==> src/rtl/instr_mem_pkg.sv <==
// Shared types and constants for the boot-ROM read-port arbiter.
// The ROM window is 4 KiB of little-endian 32-bit words starting at the MIPS reset vector.
package instr_mem_pkg;

    localparam int          A_WIDTH   = 32;
    localparam int          D_WIDTH   = 32;
    localparam logic [31:0] ROM_BASE  = 32'hBFC0_0000;
    localparam int          ROM_BYTES = 4096;

    typedef enum logic {
        PORT_IF = 1'b0,
        PORT_LD = 1'b1
    } port_e;

    typedef struct packed {
        logic               valid;
        logic [D_WIDTH-1:0] data;
        logic               err;
    } resp_t;

endpackage

==> src/rtl/instr_mem_arbiter_if.sv <==
// Request/response channels of the fetch and load requesters plus the ROM read port.
// The master modport is the core/ROM side; the slave modport is the arbiter.
interface instr_mem_arbiter_if #(
    parameter int A_WIDTH = instr_mem_pkg::A_WIDTH,
    parameter int D_WIDTH = instr_mem_pkg::D_WIDTH
);
    logic               if_req_valid;
    logic               if_req_ready;
    logic [A_WIDTH-1:0] if_req_addr;
    logic               if_resp_valid;
    logic               if_resp_ready;
    logic [D_WIDTH-1:0] if_resp_data;
    logic               if_resp_err;
    logic               if_flush;

    logic               ld_req_valid;
    logic               ld_req_ready;
    logic [A_WIDTH-1:0] ld_req_addr;
    logic               ld_resp_valid;
    logic               ld_resp_ready;
    logic [D_WIDTH-1:0] ld_resp_data;
    logic               ld_resp_err;

    logic [A_WIDTH-1:0] mem_addr;
    logic [D_WIDTH-1:0] mem_rdata;

    modport master (
        output if_req_valid, if_req_addr, if_resp_ready, if_flush,
        output ld_req_valid, ld_req_addr, ld_resp_ready,
        output mem_rdata,
        input  if_req_ready, if_resp_valid, if_resp_data, if_resp_err,
        input  ld_req_ready, ld_resp_valid, ld_resp_data, ld_resp_err,
        input  mem_addr
    );

    modport slave (
        input  if_req_valid, if_req_addr, if_resp_ready, if_flush,
        input  ld_req_valid, ld_req_addr, ld_resp_ready,
        input  mem_rdata,
        output if_req_ready, if_resp_valid, if_resp_data, if_resp_err,
        output ld_req_ready, ld_resp_valid, ld_resp_data, ld_resp_err,
        output mem_addr
    );
endinterface

==> src/rtl/instr_mem_arbiter_rr_arbiter2.sv <==
// Two-way round-robin arbiter: on a tie the port not granted last wins.
// last_grant only moves when the caller signals that the grant was accepted.
module rr_arbiter2
    import instr_mem_pkg::*;
(
    input  logic       clk,
    input  logic       rst,
    input  logic [1:0] req,
    input  logic       update,
    output logic [1:0] grant
);
    port_e last_grant_r;

    // Grant selection: bit 0 is IF, bit 1 is LD.
    always_comb begin
        grant = 2'b00;
        case (req)
            2'b01:   grant = 2'b01;
            2'b10:   grant = 2'b10;
            2'b11: begin
                if (last_grant_r == PORT_LD) begin
                    grant = 2'b01;
                end else begin
                    grant = 2'b10;
                end
            end
            default: grant = 2'b00;
        endcase
    end

    // Remember the last accepted winner; reset favours IF on the first tie.
    always_ff @(posedge clk) begin
        if (rst) begin
            last_grant_r <= PORT_LD;
        end else if (update) begin
            last_grant_r <= grant[1] ? PORT_LD : PORT_IF;
        end
    end
endmodule

==> src/rtl/instr_mem_arbiter.sv <==
// Shares the boot ROM's combinational read port between fetch (IF) and load (LD)
// requesters, with one registered response buffer per requester.
module instr_mem_arbiter
    import instr_mem_pkg::*;
#(
    parameter int               A_WIDTH   = instr_mem_pkg::A_WIDTH,
    parameter int               D_WIDTH   = instr_mem_pkg::D_WIDTH,
    parameter logic [A_WIDTH-1:0] ROM_BASE  = instr_mem_pkg::ROM_BASE,
    parameter int               ROM_BYTES = instr_mem_pkg::ROM_BYTES
)(
    input  logic               clk,
    input  logic               rst,
    instr_mem_arbiter_if.slave bus
);
    logic [1:0]         req_s;
    logic [1:0]         grant_s;
    logic               upd_s;
    logic               if_free_s;
    logic               ld_free_s;
    logic               if_acc_s;
    logic               ld_acc_s;
    logic [A_WIDTH:0]   addr_ext_s;
    logic [A_WIDTH:0]   win_lo_s;
    logic [A_WIDTH:0]   win_hi_s;
    logic               acc_err_s;
    logic [D_WIDTH-1:0] acc_data_s;
    resp_t              if_buf_r;
    resp_t              ld_buf_r;

    // A buffer can take a new word if empty or being drained this cycle; nothing is granted in reset.
    assign if_free_s = !if_buf_r.valid || bus.if_resp_ready;
    assign ld_free_s = !ld_buf_r.valid || bus.ld_resp_ready;
    assign req_s[0]  = bus.if_req_valid && if_free_s && !bus.if_flush && !rst;
    assign req_s[1]  = bus.ld_req_valid && ld_free_s && !rst;
    assign upd_s     = |grant_s;
    assign if_acc_s  = grant_s[0];
    assign ld_acc_s  = grant_s[1];

    rr_arbiter2 u_arb (
        .clk    (clk),
        .rst    (rst),
        .req    (req_s),
        .update (upd_s),
        .grant  (grant_s)
    );

    assign bus.if_req_ready = if_acc_s;
    assign bus.ld_req_ready = ld_acc_s;
    assign bus.mem_addr     = ld_acc_s ? bus.ld_req_addr : bus.if_req_addr;

    // Window check one bit wider than the address so the upper bound cannot wrap.
    always_comb begin
        addr_ext_s = {1'b0, bus.mem_addr};
        win_lo_s   = {1'b0, ROM_BASE};
        win_hi_s   = win_lo_s + (A_WIDTH+1)'(ROM_BYTES - 4);
        acc_err_s  = (addr_ext_s < win_lo_s) || (addr_ext_s > win_hi_s) ||
                     (bus.mem_addr[1:0] != 2'b00);
        if (acc_err_s) begin
            acc_data_s = '0;
        end else begin
            acc_data_s = bus.mem_rdata;
        end
    end

    // IF response buffer; a branch redirect drops it even if it is being consumed.
    always_ff @(posedge clk) begin
        if (rst) begin
            if_buf_r <= '0;
        end else if (bus.if_flush) begin
            if_buf_r.valid <= 1'b0;
        end else if (if_acc_s) begin
            if_buf_r <= {1'b1, acc_data_s, acc_err_s};
        end else if (bus.if_resp_ready) begin
            if_buf_r.valid <= 1'b0;
        end
    end

    // LD response buffer.
    always_ff @(posedge clk) begin
        if (rst) begin
            ld_buf_r <= '0;
        end else if (ld_acc_s) begin
            ld_buf_r <= {1'b1, acc_data_s, acc_err_s};
        end else if (bus.ld_resp_ready) begin
            ld_buf_r.valid <= 1'b0;
        end
    end

    assign bus.if_resp_valid = if_buf_r.valid;
    assign bus.if_resp_data  = if_buf_r.data;
    assign bus.if_resp_err   = if_buf_r.err;
    assign bus.ld_resp_valid = ld_buf_r.valid;
    assign bus.ld_resp_data  = ld_buf_r.data;
    assign bus.ld_resp_err   = ld_buf_r.err;
endmodule

==> src/flat_wrapper.sv <==
// flat-port wrapper written by rule: the top's interface ports become plain ports
module instr_mem_arbiter_flat import instr_mem_pkg::*;
#(
    parameter int               A_WIDTH   = instr_mem_pkg::A_WIDTH,
    parameter int               D_WIDTH   = instr_mem_pkg::D_WIDTH,
    parameter logic [A_WIDTH-1:0] ROM_BASE  = instr_mem_pkg::ROM_BASE,
    parameter int               ROM_BYTES = instr_mem_pkg::ROM_BYTES
)
  (clk, rst, bus_if_req_valid, bus_if_req_addr, bus_if_resp_ready, bus_if_flush, bus_ld_req_valid, bus_ld_req_addr, bus_ld_resp_ready, bus_mem_rdata, bus_if_req_ready, bus_if_resp_valid, bus_if_resp_data, bus_if_resp_err, bus_ld_req_ready, bus_ld_resp_valid, bus_ld_resp_data, bus_ld_resp_err, bus_mem_addr);
  instr_mem_arbiter_if #(.A_WIDTH(A_WIDTH), .D_WIDTH(D_WIDTH)) bus_i ();
  input  logic clk;
  input  logic rst;
  input wire logic [$bits(bus_i.if_req_valid)-1:0] bus_if_req_valid;
  input wire logic [$bits(bus_i.if_req_addr)-1:0] bus_if_req_addr;
  input wire logic [$bits(bus_i.if_resp_ready)-1:0] bus_if_resp_ready;
  input wire logic [$bits(bus_i.if_flush)-1:0] bus_if_flush;
  input wire logic [$bits(bus_i.ld_req_valid)-1:0] bus_ld_req_valid;
  input wire logic [$bits(bus_i.ld_req_addr)-1:0] bus_ld_req_addr;
  input wire logic [$bits(bus_i.ld_resp_ready)-1:0] bus_ld_resp_ready;
  input wire logic [$bits(bus_i.mem_rdata)-1:0] bus_mem_rdata;
  output wire logic [$bits(bus_i.if_req_ready)-1:0] bus_if_req_ready;
  output wire logic [$bits(bus_i.if_resp_valid)-1:0] bus_if_resp_valid;
  output wire logic [$bits(bus_i.if_resp_data)-1:0] bus_if_resp_data;
  output wire logic [$bits(bus_i.if_resp_err)-1:0] bus_if_resp_err;
  output wire logic [$bits(bus_i.ld_req_ready)-1:0] bus_ld_req_ready;
  output wire logic [$bits(bus_i.ld_resp_valid)-1:0] bus_ld_resp_valid;
  output wire logic [$bits(bus_i.ld_resp_data)-1:0] bus_ld_resp_data;
  output wire logic [$bits(bus_i.ld_resp_err)-1:0] bus_ld_resp_err;
  output wire logic [$bits(bus_i.mem_addr)-1:0] bus_mem_addr;
  assign bus_i.if_req_valid = bus_if_req_valid;
  assign bus_i.if_req_addr = bus_if_req_addr;
  assign bus_i.if_resp_ready = bus_if_resp_ready;
  assign bus_i.if_flush = bus_if_flush;
  assign bus_i.ld_req_valid = bus_ld_req_valid;
  assign bus_i.ld_req_addr = bus_ld_req_addr;
  assign bus_i.ld_resp_ready = bus_ld_resp_ready;
  assign bus_i.mem_rdata = bus_mem_rdata;
  assign bus_if_req_ready = bus_i.if_req_ready;
  assign bus_if_resp_valid = bus_i.if_resp_valid;
  assign bus_if_resp_data = bus_i.if_resp_data;
  assign bus_if_resp_err = bus_i.if_resp_err;
  assign bus_ld_req_ready = bus_i.ld_req_ready;
  assign bus_ld_resp_valid = bus_i.ld_resp_valid;
  assign bus_ld_resp_data = bus_i.ld_resp_data;
  assign bus_ld_resp_err = bus_i.ld_resp_err;
  assign bus_mem_addr = bus_i.mem_addr;
  instr_mem_arbiter #(.A_WIDTH(A_WIDTH), .D_WIDTH(D_WIDTH), .ROM_BASE(ROM_BASE), .ROM_BYTES(ROM_BYTES)) u_core (.clk(clk), .rst(rst), .bus(bus_i));
endmodule
==> config.mk <==
export PLATFORM = sky130hd
export DESIGN_NAME = instr_mem_arbiter_flat
export DESIGN_NICKNAME = d
export VERILOG_FILES = /design/src/rtl/instr_mem_pkg.sv /design/src/rtl/instr_mem_arbiter_if.sv /design/src/rtl/instr_mem_arbiter_rr_arbiter2.sv /design/src/rtl/instr_mem_arbiter.sv /design/src/flat_wrapper.sv
export SDC_FILE = /design/constraint.sdc
export NUM_CORES = 1
export LEC_CHECK = 0
export ABC_AREA = 1
export CORE_MARGIN = 1
export CORE_UTILIZATION = 33
export DETAILED_ROUTE_END_ITERATION = 7
export PLACE_DENSITY = 0.78
export RECOVER_POWER = 100
export SYNTH_ARGS = -nofsm -noshare
export SYNTH_HDL_FRONTEND = slang
export SYNTH_SLANG_ARGS = --single-unit
==> constraint.sdc <==
create_clock -name clk -period 2.3 [get_ports clk]
set_clock_uncertainty 0.1 [all_clocks]
set_input_delay 0.46 -clock clk [delete_from_list [all_inputs] [get_ports clk]]
set_output_delay 0.46 -clock clk [all_outputs]
set_load 0.1 [all_outputs]
Word level (Yosys, flattened, before mapping)
Index checks and enable logic that the tools add are counted.
{"block": "classes", "n_mux": 9, "n_lt_le_gt_ge": 2, "n_eq_ne": 3, "reduce_logical": 19, "bitwise": 1}
{"op": "$mux W32", "count": 2}
{"op": "$gt A32 B32 Y1 const B", "count": 1}
{"op": "$lt A32 B32 Y1 const B", "count": 1}
{"op": "$pmux W2 S3", "count": 1}
{"op": "$reduce_bool A2 Y1", "count": 3}
{"op": "$logic_and A1 B1 Y1", "count": 5}
{"op": "$mux W1", "count": 5}
{"op": "$eq A2 B2 Y1 const B", "count": 2}
{"op": "$logic_not A1 Y1", "count": 4}
{"op": "$logic_or A1 B1 Y1", "count": 4}
{"op": "$reduce_or A2 Y1", "count": 2}
{"op": "$eq A2 B1 Y1 const B", "count": 1}
{"op": "$mux W2", "count": 1}
{"op": "$reduce_and A2 Y1", "count": 1}
{"op": "$not A1 Y1", "count": 1}
{"block": "word_totals", "output_inout_bits": 102, "ff_bits": 69, "word_cells": 41, "in_bits": 103}

Depth between registers and ports, before layout
{"block": "depth", "ltp_word": 12, "mapped_depth": 14, "depth_no_buf": 13}

Modules after synthesis
A second synthesis with hierarchy kept.
{"block": "hier_totals", "cells_unflattened": 434, "hier_area_um2": 3295.7}
{"module": "instr_mem_arbiter", "seq_area_each_um2": 1361.3, "n_inst": 1, "cells_each": 425, "area_each_um2": 3236.9}
{"module": "rr_arbiter2", "seq_area_each_um2": 20.0, "n_inst": 1, "cells_each": 9, "area_each_um2": 58.8}

Least setup slack after synthesis
OpenSTA, ideal clock, no wires.
{"block": "synth_timing", "kind": "reg2out", "from": "register u_core.if_buf_r (netlist bit u_core.bus.if_resp_valid)", "to": "output bus_mem_addr[10]", "path_stages_with_launch": 10, "setup_slack_ns": -1.932, "arrival_time_ns": 3.672, "t_required_ns": 1.740, "path_cell_list": "dfxtp_1 -> nand2_1 -> nand4_2 -> nand2_2 -> buf_6 -> inv_2 -> clkbuf_1 -> clkbuf_1 -> nand2_1 -> nand2_1"}
{"block": "synth_via", "elab_chain_cells": 8, "word_cells_on_any_way": 10, "classes_between": "eq/ne: 3; mux: 2; reduce/logical: 5"}
{"element": "from (decl)", "line": "instr_mem_arbiter.sv:27", "text": "resp_t if_buf_r;"}
{"element": "from (signal assigned)", "line": "instr_mem_arbiter.sv:72", "text": "if_buf_r <= {1'b1, acc_data_s, acc_err_s};"}
{"element": "$logic_not A1 Y1 *", "line": "instr_mem_arbiter.sv:31", "text": "assign if_free_s = !if_buf_r.valid || bus.if_resp_ready;"}
{"element": "$logic_or A1 B1 Y1 *", "line": "instr_mem_arbiter.sv:31"}
{"element": "$logic_and A1 B1 Y1 * (3 in series)", "line": "instr_mem_arbiter.sv:33", "text": "assign req_s[0] = bus.if_req_valid && if_free_s && !bus.if_flush && !rst;"}
{"element": "$eq A2 B2 Y1 / $eq A2 B1 Y1 (equally long branches)", "line": "instr_mem_arbiter_rr_arbiter2.sv:17", "text": "case (req)"}
{"element": "$pmux W2 S3 *", "line": "instr_mem_arbiter_rr_arbiter2.sv:17"}
{"element": "named net bus_ld_req_ready", "line": "flat_wrapper.sv:25", "text": "output wire logic [$bits(bus_i.ld_req_ready)-1:0] bus_ld_req_ready;"}
{"element": "$mux W32 *", "line": "instr_mem_arbiter.sv:49", "text": "assign bus.mem_addr = ld_acc_s ? bus.ld_req_addr : bus.if_req_addr;"}
{"element": "to (decl)", "line": "flat_wrapper.sv:29", "text": "output wire logic [$bits(bus_i.mem_addr)-1:0] bus_mem_addr;"}
Mark *: on every way through the listed nets, which the timed path passes. The rest lies on a longest branch.

Worst setup path after layout
{"block": "layout_timing", "from": "input bus_ld_req_valid", "to": "output bus_mem_addr[15]"}
{"block": "layout_via", "elab_chain_cells": 5, "word_cells_on_any_way": 7, "classes_between": "eq/ne: 3; mux: 2; reduce/logical: 2"}
{"element": "from (decl)", "line": "flat_wrapper.sv:17", "text": "input wire logic [$bits(bus_i.ld_req_valid)-1:0] bus_ld_req_valid;"}
{"element": "$logic_and A1 B1 Y1 * (2 in series)", "line": "instr_mem_arbiter.sv:34", "text": "assign req_s[1] = bus.ld_req_valid && ld_free_s && !rst;"}
{"element": "$eq A2 B2 Y1 / $eq A2 B1 Y1 (equally long branches)", "line": "instr_mem_arbiter_rr_arbiter2.sv:17"}
{"element": "$pmux W2 S3 *", "line": "instr_mem_arbiter_rr_arbiter2.sv:17"}
{"element": "$mux W32 *", "line": "instr_mem_arbiter.sv:49"}
Mark *: on every way between the ends. The rest lies on a longest branch, timed or not.

==> results.md <==
- Status: complete, but fails checks
- Failing checks: setup timing
- Number of remaining DRC errors: 0
- CP arrival: 1.81 ns
- Most frequent cells in the layout: 96 x clkdlybuf4s50_1, 67 x clkbuf_2, 67 x dfxtp_1, 66 x o21ai_0, 40 x buf_12
- Slew @ Worst Pin: 0.594 ns
- TritonCTS Buffers: 9
- Ports: 205
- Post-DP Area: 6200 sq um
- Syn Nets: 530
- RSZ-0062 raised after global routing: true
- Clk slew on worst S/H paths: 0.07 ns
- TritonCTS Sinks: 69
- Starting Density: 34.8%
- First-pass DRT Iterations: 5
- Worst setup SP type: primary input
- Layout cells sized above 1: 50.0%
- Pins Over Slew Limit: 0
- Post-synth EDFFs: 0
- Critical R2R Capture: u_core.bus.ld_resp_data[29]$_SDFFE_PP0N_
- Sequential area share after synthesis: 42.2%
- Port bufs: 204
- R2R Path Start: u_core.bus.ld_resp_valid$_SDFFE_PP0P_
- Maxcap violations: 0
- Tot Pwr: 4.33 mW
- FP Rows: 35
- Ant diodes: 0
- Deepest clock path buffer count: 2
- Drt initial violations: 238
- Yosys cell types: 24
- Worst Hold Class: in -> reg
- Fin cells: 799
- WS Path Type: in -> out
- Peak VDD IR: 0.000489 V
- Largest net degree at the start of global routing: 66
- FMAX: 422 MHz
- Die Y: 102 um
- Relative slew slack: 60.6%
- Fillcell total: 647
- Post-synth top area share: 42.2%
- Synth warn: 0
- Hold EP: u_core.bus.ld_resp_valid$_SDFFE_PP0P_
- Syn avg cell area: 7.67 sq um
- Final core utilization: 73.2%
- Worst Hold Launch: rst
- Global-route wire length before repair: 19.4 mm
- H-tree lvl count: 3
- Post-Route WL: 14.7 mm
- Ys async rst share: 0%
- Cts hold-fix bufs: 0
- CP required: 1.74 ns
- Worst skew pair latency: 0.33 ns
- HPWL Detailed: 9.16 mm
- Hold path depth: 2
- Vias in the first global route: 3915
- # nets final: 768
- GRT overflow: 0
- Die area: 10300 sq um
- Worst reg2reg setup slack: 0.05 ns
- GP Congestion: 0.772
- Shortest period the worst path allows: 2.37 ns
- Vias after detailed routing: 4067
- Hold Vio Cnt, Final: 0
- Total Routing Usage GR: 24.6%
- Critical Path End Type: output pin
- CTS tree: done
- Core area: 9420 sq um
- Most common cell after layout, fill and taps aside: clkdlybuf4s50_1
- # setup viols final: 7
- Yosys reg bits: 69
- Post-synth top area cell: dfxtp_1
- Post-placement cell count: 770
- Drt wl/cell: 18.5 um
- Mapped cell area: 3270 sq um
- Hold WS: 0.275 ns
- Die Wd: 102 um
- Leakage power: 2.87 nW
- Setup ws final: -0.0698 ns
- Synth area leaders: dfxtp_1 42%, o21ai_0 11%, nand2_1 9.5%, a21oi_1 9.5%, nand3_2 9.5%
- Crit path max fanout: 5
- R2r worst-path depth: 14
- Root buf cell: clkbuf_8
- Final instance area: 6890 sq um
- Syn Inst Count: 427
- Via/cell ratio: 5.09
- Antenna-violating nets left: 0
- P&R area growth vs syn: 111%
- Ys flop type: dfxtp_1
- Final period util: 103%
- Pwr Density: 628 nW/um^2
- Antenna violations before repair: 0
==> logic make-up (layout without fill, tap and decap cells) <==
kind of cell | count (synthesis) | count (layout) | share of synthesized area [%]
AO/OA/AOI/OAI | 136 | 136 | 21.2
buffers and inverters | 66 | 309 | 9.86
flip-flops | 69 | 69 | 42.2
AND/OR/NAND/NOR | 156 | 156 | 26.8
==> worst max-delay path, cell delays in order <==
cell,delay (ns)
dlygate4sd2_1,0.21
nand2_2,0.09
nor2_8,0.18
buf_12,0.14
buf_6,0.12
nand3_1,0.17
nand2_4,0.14
buf_4,0.13
buf_12,0.16
==> how the worst max path moves through the flow <==
stage / cells after the start / endpoint / slack (ns) / startpoint
6_report: 9 / bus_mem_addr[15] / -0.07 / bus_ld_req_valid
2_1_floorplan: 9 / bus_mem_addr[10] / -0.02 / u_core.bus.if_resp_valid$_SDFFE_PP0P_
3_5_place_dp: 14 / u_core.bus.if_resp_data[25]$_SDFFE_PP0P_ / -0.61 / rst
4_1_cts: 9 / bus_mem_addr[24] / -0.03 / bus_if_resp_ready
3_3_place_gp: 14 / u_core.bus.if_resp_data[13]$_SDFFE_PP0P_ / -0.48 / rst
5_1_grt: 10 / bus_mem_addr[31] / -0.14 / u_core.bus.ld_resp_valid$_SDFFE_PP0P_
==> final cells by class <==
class | instances | area, sq um | area share (%)
inverter | 32 | 151 | 2.20
tap | 129 | 161 | 2.34
clock inverter | 4 | 51.3 | 0.744
clock buffer | 12 | 176 | 2.56
multi-input combinational | 292 | 2250 | 32.6
timing repair buffer | 261 | 2710 | 39.4
sequential | 69 | 1390 | 20.1
==> state kept, by name (all words and copies together) (netlist names) <==
name,flops
u_core.bus.if_resp_valid,1
u_core.u_arb.last_grant_r,1
u_core.bus.if_resp_err,1
u_core.bus.if_resp_data,32
u_core.bus.ld_resp_valid,1
u_core.bus.ld_resp_data,32
u_core.bus.ld_resp_err,1
==> where the power goes <==
part	internal, mW	leakage (nW)	switching, mW
Combinational	0.624	2.19	1.32
Sequential	1.26	0.566	0.0360
Clock	0.628	0.114	0.456
Total	2.51	2.87	1.81
==> metal layers <==
layer  GRT usage (%)  vias to the layer above  share of wire [%]  wire length [um]
met4            12.9                        0                3.7               540
met5               0                        -                  0                 0
met1            26.0                     1914                 37              5390
li1                -                     1904                  -                 -
met3            7.59                       48                9.7              1430
met2            43.6                      201                 50              7380
==> per-stage QoR <==
step	TNS, ns	worst slack [ns]
6_report	-0.171	-0.0698
3_3_place_gp	-40.67	-0.476
3_5_place_dp	-50.58	-0.613
4_1_cts	-0.101	-0.0310
5_1_grt	-2.57	-0.138
2_1_floorplan	-0.142	-0.0157
==> synth_stat cells, types with 2 or more instances <==
| cell | number |
|---|---|
| a21oi_1 | 62 |
| a21oi_2 | 2 |
| buf_2 | 3 |
| buf_6 | 5 |
| buf_8 | 3 |
| clkbuf_1 | 23 |
| dfxtp_1 | 69 |
| inv_1 | 30 |
| inv_2 | 2 |
| nand2_1 | 83 |
| nand2_2 | 4 |
| nand3_1 | 11 |
| nand3_2 | 31 |
| nand3b_1 | 5 |
| nor2_1 | 16 |
| nor2_8 | 2 |
| o21ai_0 | 69 |
==> repair_timing <==
action,in CTS,in global routing
buffers inserted,6,3
pin swaps,11,14
gates resized for setup,69,65
setup endpoints to repair,100,96
cloned,2,6
Power figures use the tool's default switching activity.
